$ cat src/rtl/spi_master_pkg.sv
// Shared types and constants for the SPI command master: state encoding,
// command codes and the latched {cmd, payload} frame word.
package spi_master_pkg;

    localparam int unsigned CMD_W      = 2;
    localparam int unsigned DATA_W     = 8;
    localparam int unsigned FRAME_BITS = CMD_W + DATA_W;
    localparam int unsigned BIT_CNT_W  = 4;

    localparam logic [CMD_W-1:0] CMD_WR_ADDR = 2'b00;
    localparam logic [CMD_W-1:0] CMD_WR_DATA = 2'b01;
    localparam logic [CMD_W-1:0] CMD_RD_ADDR = 2'b10;
    localparam logic [CMD_W-1:0] CMD_RD_DATA = 2'b11;

    typedef enum logic [2:0] {
        IDLE,
        SEL,
        CMD,
        SHIFT,
        HOLD,
        WAIT_RD,
        CAPTURE,
        GAP
    } mstate_t;

    typedef struct packed {
        logic [CMD_W-1:0]  cmd;
        logic [DATA_W-1:0] data;
    } frame_t;

endpackage

$ cat src/rtl/spi_master_if.sv
// Requester handshake, serial link and read-response signals of the SPI master.
interface spi_master_if;

    logic                              req_valid;
    logic                              req_ready;
    logic [spi_master_pkg::CMD_W-1:0]  req_cmd;
    logic [spi_master_pkg::DATA_W-1:0] req_data;
    logic                              SS_n;
    logic                              MOSI;
    logic                              MISO;
    logic [spi_master_pkg::DATA_W-1:0] rd_data;
    logic                              rd_valid;
    logic                              seq_err;

    modport master (
        input  req_valid, req_cmd, req_data, MISO,
        output req_ready, SS_n, MOSI, rd_data, rd_valid, seq_err
    );

    modport slave (
        output req_valid, req_cmd, req_data, MISO,
        input  req_ready, SS_n, MOSI, rd_data, rd_valid, seq_err
    );

endinterface

$ cat src/rtl/spi_master.sv
// SPI command master: frames one {cmd, payload} word per request on SS_n/MOSI
// and, for read-data commands, captures the 8-bit response from MISO.
module spi_master
    import spi_master_pkg::*;
#(
    parameter int unsigned RD_WAIT  = 3,
    parameter int unsigned MIN_IDLE = 1
) (
    input  logic         clk,
    input  logic         rst_n,
    spi_master_if.master bus
);

    localparam int unsigned WAIT_W = ($clog2(RD_WAIT + 1) > 1)  ? $clog2(RD_WAIT + 1)  : 1;
    localparam int unsigned GAP_W  = ($clog2(MIN_IDLE + 1) > 1) ? $clog2(MIN_IDLE + 1) : 1;

    mstate_t               state_q, state_d;
    logic [BIT_CNT_W-1:0]  bit_cnt_q, bit_cnt_d;
    logic [WAIT_W-1:0]     wait_cnt_q, wait_cnt_d;
    logic [GAP_W-1:0]      gap_cnt_q, gap_cnt_d;
    frame_t                frame_q, frame_d;
    logic [FRAME_BITS-1:0] frame_bits;
    logic [DATA_W-2:0]     cap_q, cap_d;
    logic [DATA_W-1:0]     rd_data_q, rd_data_d;
    logic                  rd_valid_q, rd_valid_d;
    logic                  seq_err_q, seq_err_d;
    logic                  addr_pending_q, addr_pending_d;
    logic                  req_ready_q, req_ready_d;
    logic                  ss_n_q, ss_n_d;
    logic                  mosi_q, mosi_d;

    // Next-state and next-output logic; pins are registered from the *_d values
    always_comb begin
        state_d        = state_q;
        bit_cnt_d      = bit_cnt_q;
        wait_cnt_d     = wait_cnt_q;
        gap_cnt_d      = gap_cnt_q;
        frame_d        = frame_q;
        cap_d          = cap_q;
        rd_data_d      = rd_data_q;
        rd_valid_d     = 1'b0;
        seq_err_d      = 1'b0;
        addr_pending_d = addr_pending_q;

        case (state_q)
            IDLE: begin
                if (bus.req_valid && req_ready_q) begin
                    frame_d   = '{cmd: bus.req_cmd, data: bus.req_data};
                    seq_err_d = (bus.req_cmd == CMD_RD_DATA) && !addr_pending_q;
                    state_d   = SEL;
                end
            end
            SEL: state_d = CMD;
            CMD: begin
                bit_cnt_d = BIT_CNT_W'(FRAME_BITS - 1);
                state_d   = SHIFT;
            end
            SHIFT: begin
                if (bit_cnt_q == '0) begin
                    if (frame_q.cmd == CMD_RD_DATA) begin
                        wait_cnt_d = WAIT_W'(RD_WAIT - 1);
                        state_d    = WAIT_RD;
                    end else begin
                        state_d = HOLD;
                    end
                end else begin
                    bit_cnt_d = bit_cnt_q - BIT_CNT_W'(1);
                end
            end
            HOLD: begin
                if (frame_q.cmd == CMD_RD_ADDR) addr_pending_d = 1'b1;
                gap_cnt_d = GAP_W'(MIN_IDLE - 1);
                state_d   = GAP;
            end
            WAIT_RD: begin
                if (wait_cnt_q == '0) begin
                    bit_cnt_d = BIT_CNT_W'(DATA_W - 1);
                    state_d   = CAPTURE;
                end else begin
                    wait_cnt_d = wait_cnt_q - WAIT_W'(1);
                end
            end
            CAPTURE: begin
                cap_d = {cap_q[DATA_W-3:0], bus.MISO};
                if (bit_cnt_q == '0) begin
                    rd_data_d      = {cap_q, bus.MISO};
                    rd_valid_d     = 1'b1;
                    addr_pending_d = 1'b0;
                    gap_cnt_d      = GAP_W'(MIN_IDLE - 1);
                    state_d        = GAP;
                end else begin
                    bit_cnt_d = bit_cnt_q - BIT_CNT_W'(1);
                end
            end
            GAP: begin
                if (gap_cnt_q == '0) state_d = IDLE;
                else                 gap_cnt_d = gap_cnt_q - GAP_W'(1);
            end
            default: state_d = IDLE;
        endcase

        // MOSI repeats cmd[1] in the CMD slot, then walks the full 10-bit word
        frame_bits  = FRAME_BITS'(frame_d);
        ss_n_d      = (state_d == IDLE) || (state_d == GAP);
        req_ready_d = (state_d == IDLE);
        mosi_d      = 1'b0;
        if (state_d == CMD)        mosi_d = frame_bits[FRAME_BITS-1];
        else if (state_d == SHIFT) mosi_d = frame_bits[bit_cnt_d];
    end

    always_ff @(posedge clk or negedge rst_n) begin
        if (!rst_n) begin
            state_q        <= IDLE;
            bit_cnt_q      <= '0;
            wait_cnt_q     <= '0;
            gap_cnt_q      <= '0;
            frame_q        <= '0;
            cap_q          <= '0;
            rd_data_q      <= '0;
            rd_valid_q     <= 1'b0;
            seq_err_q      <= 1'b0;
            addr_pending_q <= 1'b0;
            req_ready_q    <= 1'b0;
            ss_n_q         <= 1'b1;
            mosi_q         <= 1'b0;
        end else begin
            state_q        <= state_d;
            bit_cnt_q      <= bit_cnt_d;
            wait_cnt_q     <= wait_cnt_d;
            gap_cnt_q      <= gap_cnt_d;
            frame_q        <= frame_d;
            cap_q          <= cap_d;
            rd_data_q      <= rd_data_d;
            rd_valid_q     <= rd_valid_d;
            seq_err_q      <= seq_err_d;
            addr_pending_q <= addr_pending_d;
            req_ready_q    <= req_ready_d;
            ss_n_q         <= ss_n_d;
            mosi_q         <= mosi_d;
        end
    end

    assign bus.req_ready = req_ready_q;
    assign bus.SS_n      = ss_n_q;
    assign bus.MOSI      = mosi_q;
    assign bus.rd_data   = rd_data_q;
    assign bus.rd_valid  = rd_valid_q;
    assign bus.seq_err   = seq_err_q;

endmodule
$ cat src/flat_wrapper.sv
// flat-port wrapper written by rule: the top's interface ports become plain ports
module spi_master_flat import spi_master_pkg::*;
#(
    parameter int unsigned RD_WAIT  = 3,
    parameter int unsigned MIN_IDLE = 1
)
  (clk, rst_n, bus_req_valid, bus_req_cmd, bus_req_data, bus_MISO, bus_req_ready, bus_SS_n, bus_MOSI, bus_rd_data, bus_rd_valid, bus_seq_err);
  spi_master_if bus_i ();
  input  logic clk;
  input  logic rst_n;
  input wire logic [$bits(bus_i.req_valid)-1:0] bus_req_valid;
  input wire logic [$bits(bus_i.req_cmd)-1:0] bus_req_cmd;
  input wire logic [$bits(bus_i.req_data)-1:0] bus_req_data;
  input wire logic [$bits(bus_i.MISO)-1:0] bus_MISO;
  output wire logic [$bits(bus_i.req_ready)-1:0] bus_req_ready;
  output wire logic [$bits(bus_i.SS_n)-1:0] bus_SS_n;
  output wire logic [$bits(bus_i.MOSI)-1:0] bus_MOSI;
  output wire logic [$bits(bus_i.rd_data)-1:0] bus_rd_data;
  output wire logic [$bits(bus_i.rd_valid)-1:0] bus_rd_valid;
  output wire logic [$bits(bus_i.seq_err)-1:0] bus_seq_err;
  assign bus_i.req_valid = bus_req_valid;
  assign bus_i.req_cmd = bus_req_cmd;
  assign bus_i.req_data = bus_req_data;
  assign bus_i.MISO = bus_MISO;
  assign bus_req_ready = bus_i.req_ready;
  assign bus_SS_n = bus_i.SS_n;
  assign bus_MOSI = bus_i.MOSI;
  assign bus_rd_data = bus_i.rd_data;
  assign bus_rd_valid = bus_i.rd_valid;
  assign bus_seq_err = bus_i.seq_err;
  spi_master #(.RD_WAIT(RD_WAIT), .MIN_IDLE(MIN_IDLE)) u_core (.clk(clk), .rst_n(rst_n), .bus(bus_i));
endmodule
$ cat config.mk
export PLATFORM = sky130hd
export DESIGN_NAME = spi_master_flat
export DESIGN_NICKNAME = d
export VERILOG_FILES = /design/src/rtl/spi_master_pkg.sv /design/src/rtl/spi_master_if.sv /design/src/rtl/spi_master.sv /design/src/flat_wrapper.sv
export SDC_FILE = /design/constraint.sdc
export NUM_CORES = 1
export LEC_CHECK = 0
export ABC_AREA = 1
export BUFFER_PORTS_ARGS = -buffer_cell sky130_fd_sc_hd__buf_2
export CAP_MARGIN = 20
export CORE_MARGIN = 1.5
export CORE_UTILIZATION = 56
export DETAILED_ROUTE_END_ITERATION = 8
export GPL_ROUTABILITY_DRIVEN = 0
export PLACE_DENSITY = 0.9
export SLEW_MARGIN = 20
export SYNTH_ARGS = -nofsm -noshare
export SYNTH_HDL_FRONTEND = slang
export SYNTH_SLANG_ARGS = --single-unit
$ cat constraint.sdc
create_clock -name clk -period 2.16 [get_ports clk]
set_clock_uncertainty 0.05 [all_clocks]
set_input_delay 0.108 -clock clk [delete_from_list [all_inputs] [get_ports clk]]
set_output_delay 0.108 -clock clk [all_outputs]
set_load 0.02 [all_outputs]
# Word-level counts from Yosys, hierarchy flattened
# Cells that the tools add are included.
[word_totals] reg_bits=41
[op_classes] n_reduce_logical=16 add_sub_neg=3 n_lt_le_gt_ge=1 mux=29 eq_ne=18
[ops] cell="3-bit case mux with 8 select lines" count=1
[ops] cell="10-bit 2-to-1 mux" count=2
[ops] cell="3-bit == test (second input constant)" count=5
[ops] cell="3-bit 2-to-1 mux" count=5
[ops] cell="3-bit by 2-bit == test with 1-bit output (second input constant)" count=4
[ops] cell="4-bit case mux with 3 select lines" count=1
[ops] cell="1-bit 2-to-1 mux" count=11
[ops] cell="4-bit 2-to-1 mux" count=2
[ops] cell="2-bit by 1-bit inequality test with 1-bit output (second input constant)" count=4
[ops] cell="2-bit == test (second input constant)" count=3
[ops] cell="3-bit zero test" count=2
[ops] cell="2-bit 2-to-1 mux" count=3
[ops] cell="4-bit by 5-bit less-than comparator with 1-bit output (second input constant)" count=1
[ops] cell="1-bit binary-select mux with 4-bit select" count=1
[ops] cell="4-bit zero test" count=1
[ops] cell="2-bit case mux with 2 select lines" count=1
[ops] cell="2-bit AND reduction" count=2
[ops] cell="4-bit AND reduction" count=1
[ops] cell="2-bit nonzero test" count=2
[ops] cell="4-bit by 1-bit subtractor with 4-bit output (second input constant)" count=1
[ops] cell="3-bit by 1-bit == test with 1-bit output (second input constant)" count=1
[ops] cell="1-bit case mux with 3 select lines" count=1
[ops] cell="3-bit AND reduction" count=1
[ops] cell="3-bit nonzero test" count=1
[ops] cell="9 further kinds" count=10

# Logic depth before layout (Yosys ltp)
[depth] depth_word=7 mapped_depth=14

# Worst setup path after synthesis
# No wires, ideal clock.
[synth_timing] path_type="reg2reg" from="register u_core.bit_cnt_q[0]" to="register u_core.mosi_q, in the netlist u_core.bus.MOSI" required_time_ns=1.994 setup_time_ns=0.116 path_buffers=0 slack_ns=0.440 arrival_ns=1.553 stages_incl_launch_ff=15 path_cell_list="dfrtp_1 -> inv_1 -> ha_1 -> nand2_1 -> inv_1 -> nand2_1 -> nand2_1 -> nand2_4 -> nand3_4 -> nand2_1 -> nand3_1 -> nand3_1 -> nand3_1 -> nand2_1 -> nand2_1"
[synth_via] elab_chain_len=7 word_cells_on_any_way=14 classes_between="add/sub (1); eq/ne (2); mux (10); reduce/logical (1)"
[synth_rtl] element="start, declared" line_no="spi_master.sv:18" source="logic [BIT_CNT_W-1:0] bit_cnt_q, bit_cnt_d;"
[synth_rtl] element="start signal, assigned" line_no="spi_master.sv:128" source="bit_cnt_q <= bit_cnt_d;"
[synth_rtl] element="4-bit by 1-bit subtractor with 4-bit output / 4-bit zero test (equally long branches)"
[synth_rtl] element="4-bit 2-to-1 mux" line_no="spi_master.sv:59, spi_master.sv:85"
[synth_rtl] element="4-bit case mux with 3 select lines *" line_no="spi_master.sv:45" source="case (state_q)"
[synth_rtl] element="net u_core.bit_cnt_d[0]" line_no="spi_master.sv:18"
[synth_rtl] element="1-bit binary-select mux with 4-bit select *" line_no="spi_master.sv:108" source="else if (state_d == SHIFT) mosi_d = frame_bits[bit_cnt_d];"
[synth_rtl] element="1-bit 2-to-1 mux (implied by the code) *" line_no="spi_master.sv:108"
[synth_rtl] element="1-bit 2-to-1 mux *" line_no="spi_master.sv:108"
[synth_rtl] element="1-bit 2-to-1 mux *" line_no="spi_master.sv:107" source="if (state_d == CMD) mosi_d = frame_bits[FRAME_BITS-1];"
[synth_rtl] element="net u_core.mosi_d" line_no="spi_master.sv:30" source="logic mosi_q, mosi_d;"
[synth_rtl] element="end signal, assigned" line_no="spi_master.sv:139" source="mosi_q <= mosi_d;"
[synth_rtl] element="end, declared" line_no="spi_master.sv:30"
# The timed path passes the listed nets; every way through them passes the cells marked *. The select of a mux whose other input is x is not followed.
# A chain may end at the register's enable or synchronous reset.

# Worst setup path in the final report
[layout_timing] from="register u_core.state_q[0]" to="register u_core.mosi_q, in the netlist u_core.bus.MOSI"
[layout_via] elab_chain_len=7 word_cells_on_any_way=23 classes_between="eq/ne (9); mux (12); reduce/logical (2)"
[layout_rtl] element="start, declared" line_no="spi_master.sv:17" source="mstate_t state_q, state_d;"
[layout_rtl] element="start signal, assigned" line_no="spi_master.sv:127" source="state_q <= state_d;"
[layout_rtl] element="3-bit by 2-bit == test with 1-bit output / 3-bit == test (equally long branches)" line_no="spi_master.sv:45"
[layout_rtl] element="2-bit OR reduction (no source line)"
[layout_rtl] element="4-bit case mux with 3 select lines *" line_no="spi_master.sv:45"
[layout_rtl] element="net u_core.bit_cnt_d[1]" line_no="spi_master.sv:18"
[layout_rtl] element="1-bit binary-select mux with 4-bit select *" line_no="spi_master.sv:108"
[layout_rtl] element="1-bit 2-to-1 mux (implied by the code) *" line_no="spi_master.sv:108"
[layout_rtl] element="1-bit 2-to-1 mux *" line_no="spi_master.sv:108"
[layout_rtl] element="1-bit 2-to-1 mux *" line_no="spi_master.sv:107"
[layout_rtl] element="net u_core.mosi_d" line_no="spi_master.sv:30"
# Marks and branches as above.

==> impl.org <==
** Synthesis
- Sequential-to-total area share from yosys stat :: 0.523
- Number of register bits inferred by synthesis :: 40
- Number of warnings issued by yosys :: 0
- Top flip-flop cell by instance count after synthesis :: sky130_fd_sc_hd__dfrtp_1
- Share of synthesized flip-flops with an asynchronous set or reset :: 1.00
- Net count after synthesis :: ~240
- In this run, synthesis inferred 0 flip-flops with an integrated enable.
- Mean area per synthesized cell :: ~8.6 um2
- Post-Syn Instances :: approximately 220
- Post-synth design cell area :: about 1900 um2
- The number of different library cells used by synthesis comes to 36.

** Power and ir drop
- Power per cell area :: between 1000 and 1500 nW/um2
- The worst-case IR drop observed on VDD is around 0.73 mV.
- The analysis attributes to cell leakage a power of about 1.2 nW.

** Worst hold path
- Counting instances, the worst hold path has a depth of 4.
- The path class of the tightest hold or removal check is in -> reg.

** GRT
- Entering global routing, the biggest net connects 41 pins.
- Via count of the first global-routing pass :: between 1000 and 1500
- For this run, the total global-route usage over all layers was measured as 0.230.
- The number of antenna violations at the first check in global routing is 0.
- Total overflow reported by the global router :: 0
- The first global-routing pass estimated 6.39 mm of wire.

** Floorplan
- In this run the vertical extent of the chip is a little over 60 um.
- For this configuration, the core starts out at a cell density of 0.579.
- 27 I/O pins were placed.
- The floorplan has 21 rows.
- The floorplan step defined a die boundary enclosing between 3000 and 4000 um2.
- Floorplan core area :: around 3300 um2
- Die width :: around 60 um

** Layout
- The library cells used most frequently in the layout, excluding fill and tap cells, are sky130_fd_sc_hd__nand2_1, sky130_fd_sc_hd__dfrtp_1, sky130_fd_sc_hd__inv_1, sky130_fd_sc_hd__buf_2, sky130_fd_sc_hd__o21ai_0.
- Most common cell after layout, fill and taps aside :: sky130_fd_sc_hd__nand2_1
- For this run, the post-layout net count is between 200 and 300.
- Layout-stage area growth over the synthesis result :: 19.9%
- Share of final-layout standard cells stronger than drive strength 1 :: 0.207
- Post-route cell area :: ~2300 um2
- Total of fill cells in the finished design :: about 270
- The repair_antennas step left the layout with diodes totalling 0.
- Final cell count without fillers :: about 310

** Drt
- Wires add up to 3.71 mm.
- After detailed routing, the number of vias per cell comes to around 5.1.
- In this run, the number of DRC markers left after iteration 0 of detailed routing was 84.
- The pre-antenna-repair detailed-routing pass consisted of 4 iterations.
- The routed layout has about 1600 vias.
- Once detail routing completed, the nets flagged for antenna violations numbered 0.
- DRC violations left :: 0
- Detail-routed net length per standard cell :: roughly 12 um

** Worst setup path
- In this run the number of cells on the critical path is 11.
- Number of cells traversed by the worst register-to-register path :: 11
- Setup slack, reg-to-reg :: 0.22 ns
- For the worst setup path, the data arrival time is roughly 2.2 ns.
- Worst stage delay on the critical path :: 0.47 ns
- STA classifies the critical path startpoint as a flip-flop.
- Critical path data required time :: roughly 2.4 ns
- By startpoint and endpoint, the worst setup path is classified as reg -> reg.
- CP max-delay cell :: sky130_fd_sc_hd__dfrtp_1
- Setup crit end kind :: flip-flop
- Cell type group with the largest total delay on the critical path :: simple AND/OR/NAND/NOR gates
- Critical-path cell list :: inv_2 -> nand3_4 -> nand2_2 -> nand2_1 -> o21ai_1 -> a21o_1 -> nand3_1 -> nand3_1 -> nand3_1 -> nand2_1 -> nand2_1
- Along the worst path, the maximum fanout reaches 18.
- Crit path buf inv count :: 1

** Clocking
- CTS tree :: built
- Skew-Pair Late Insertion Delay :: ~0.35 ns
- Clock-pin slew was measured on the worst setup and hold paths at roughly 0.13 ns.
- Post-CTS setup repair buffer count :: 0
- The clock tree synthesis step divided the H-tree into 2 levels.
- Buffers from clock root to sink, at most :: 2
- Counting the buffers created by CTS gives 5.
- CTS saw 40 sinks.
- The tree is rooted in a sky130_fd_sc_hd__clkbuf_4.

** Placement
- Once placement finished, the instance area stood at approximately 2100 um2.
- HPWL after DPL :: approximately 2.6 mm
- In this run, placement finished with an instance count of between 200 and 300.
- IO Port Bufs :: 26

** Timing
- The max-slew violation count is 0.
- The hold violation count in the final report was 0.
- Number of setup violations in the final report :: 0
- Headroom to the max-slew limit came out at 0.431.
- Unrepaired setup endpoints after global routing :: no
- Timing-limited maximum frequency :: 0.515 GHz
- Final worst path period share :: 0.899
- For the pin with the worst max-slew slack, the measured transition is around 0.85 ns.
- In the final timing run, aggregate negative setup slack is 0 ns.
- The clock period could shrink to 1.94 ns.

** Run
- Max capacitance violation total :: 0

** Run status
- The run finished with clean final reports.
sequential cells by signal, summed over array words and instances, names as in the netlist:
signal                 count
u_core.bus.seq_err         1
u_core.bus.req_ready       1
u_core.state_q             3
u_core.addr_pending_q      1
u_core.bus.rd_data         8
u_core.cap_q               7
u_core.wait_cnt_q          2
u_core.bit_cnt_q           4
u_core.bus.SS_n            1
u_core.bus.MOSI            1
u_core.bus.rd_valid        1
u_core.frame_q            10
worst min-delay path, cell delays in order:
cell                     delay [ns]
sky130_fd_sc_hd__buf_2         0.10
sky130_fd_sc_hd__inv_1         0.07
sky130_fd_sc_hd__o21a_1        0.15
sky130_fd_sc_hd__inv_1         0.06
metrics by stage:
stage | hold WS (ns) | util | power, mW | setup slack [ns]
3_5_place_dp | 0.212 | 0.630 | 2.68 | 0.235
2_1_floorplan | -0.238 | - | 2.36 | 0.440
5_1_grt | 0.139 | 0.694 | 3.50 | 0.0204
6_report | 0.112 | 0.694 | 3.21 | 0.217
3_3_place_gp | 0.213 | 0.630 | 2.61 | 0.282
4_1_cts | 0.0941 | 0.692 | 3.20 | 0.176
layer usage:
metal | GRT usage | share of wire
met1 | 0.316 | 0.45
met4 | 0.0851 | 0.012
met3 | 0.0525 | 0.053
met5 | 0 | 0
met2 | 0.359 | 0.48
Yosys cell counts, types with 2 or more instances:
cell type                   n  area share
sky130_fd_sc_hd__a21oi_1    3      0.0078
sky130_fd_sc_hd__clkbuf_1   2      0.0039
sky130_fd_sc_hd__dfrtp_1   39        0.51
sky130_fd_sc_hd__ha_1       2       0.013
sky130_fd_sc_hd__inv_1     26       0.051
sky130_fd_sc_hd__inv_2      3      0.0059
sky130_fd_sc_hd__nand2_1   68        0.13
sky130_fd_sc_hd__nand2_2    2      0.0065
sky130_fd_sc_hd__nand3_1   11       0.029
sky130_fd_sc_hd__nand3_2    2       0.010
sky130_fd_sc_hd__nand3_4    2       0.018
sky130_fd_sc_hd__nand4_1    7       0.023
sky130_fd_sc_hd__nor2_1    13       0.025
sky130_fd_sc_hd__nor3_1     3      0.0078
sky130_fd_sc_hd__o21ai_0   19       0.050
area by class of cell:
cell class              instances  area (um2)  area share
inverters                      30         114      0.0496
repair buffers                 39         258       0.112
clock buffers                   5        37.5      0.0163
multi-input cells             149         779       0.339
well taps                      46        57.6      0.0251
clock inverters                 3        46.3      0.0202
flip-flops and latches         40        1000       0.437
worst paths after layout:
| check | startpoint | to |
|---|---|---|
| max in group asynchronous | rst_n | u_core.bit_cnt_q[0] |
| min reg2reg | u_core.frame_q[0] | u_core.frame_q[0] |
| max | u_core.state_q[0] | u_core.bus.MOSI |
| max reg2reg | u_core.state_q[0] | u_core.bus.MOSI |
| min | bus_req_cmd[1] | u_core.frame_q[9] |
| min in group asynchronous | rst_n | u_core.bus.MOSI |
report_power, final:
group | leakage, nW | switching, mW | internal (mW)
registers | 0.511 | 0.182 | 1.01
logic | 0.648 | 0.964 | 0.552
clock network | 0.0418 | 0.254 | 0.247
timing repair:
item                                   in CTS  in global routing
hold buffers                               12                  0
gates resized for setup                     0                  4
endpoints found under the hold margin      50                  0
setup endpoints to repair                   0                  1
cells by family (layout without fill, tap and decap cells):
logic type / Yosys count / after routing / share of synthesized area
AO/OA/AOI/OAI: 31 / 31 / 0.103
AND/OR/NAND/NOR: 114 / 114 / 0.280
flip-flops: 40 / 40 / 0.523
buffers and inverters: 34 / 77 / 0.0718
adder cells (fa/ha/maj): 2 / 2 / 0.0131
XOR/XNOR: 2 / 2 / 0.00915
Note: power is estimated with default switching activity, not from simulation.
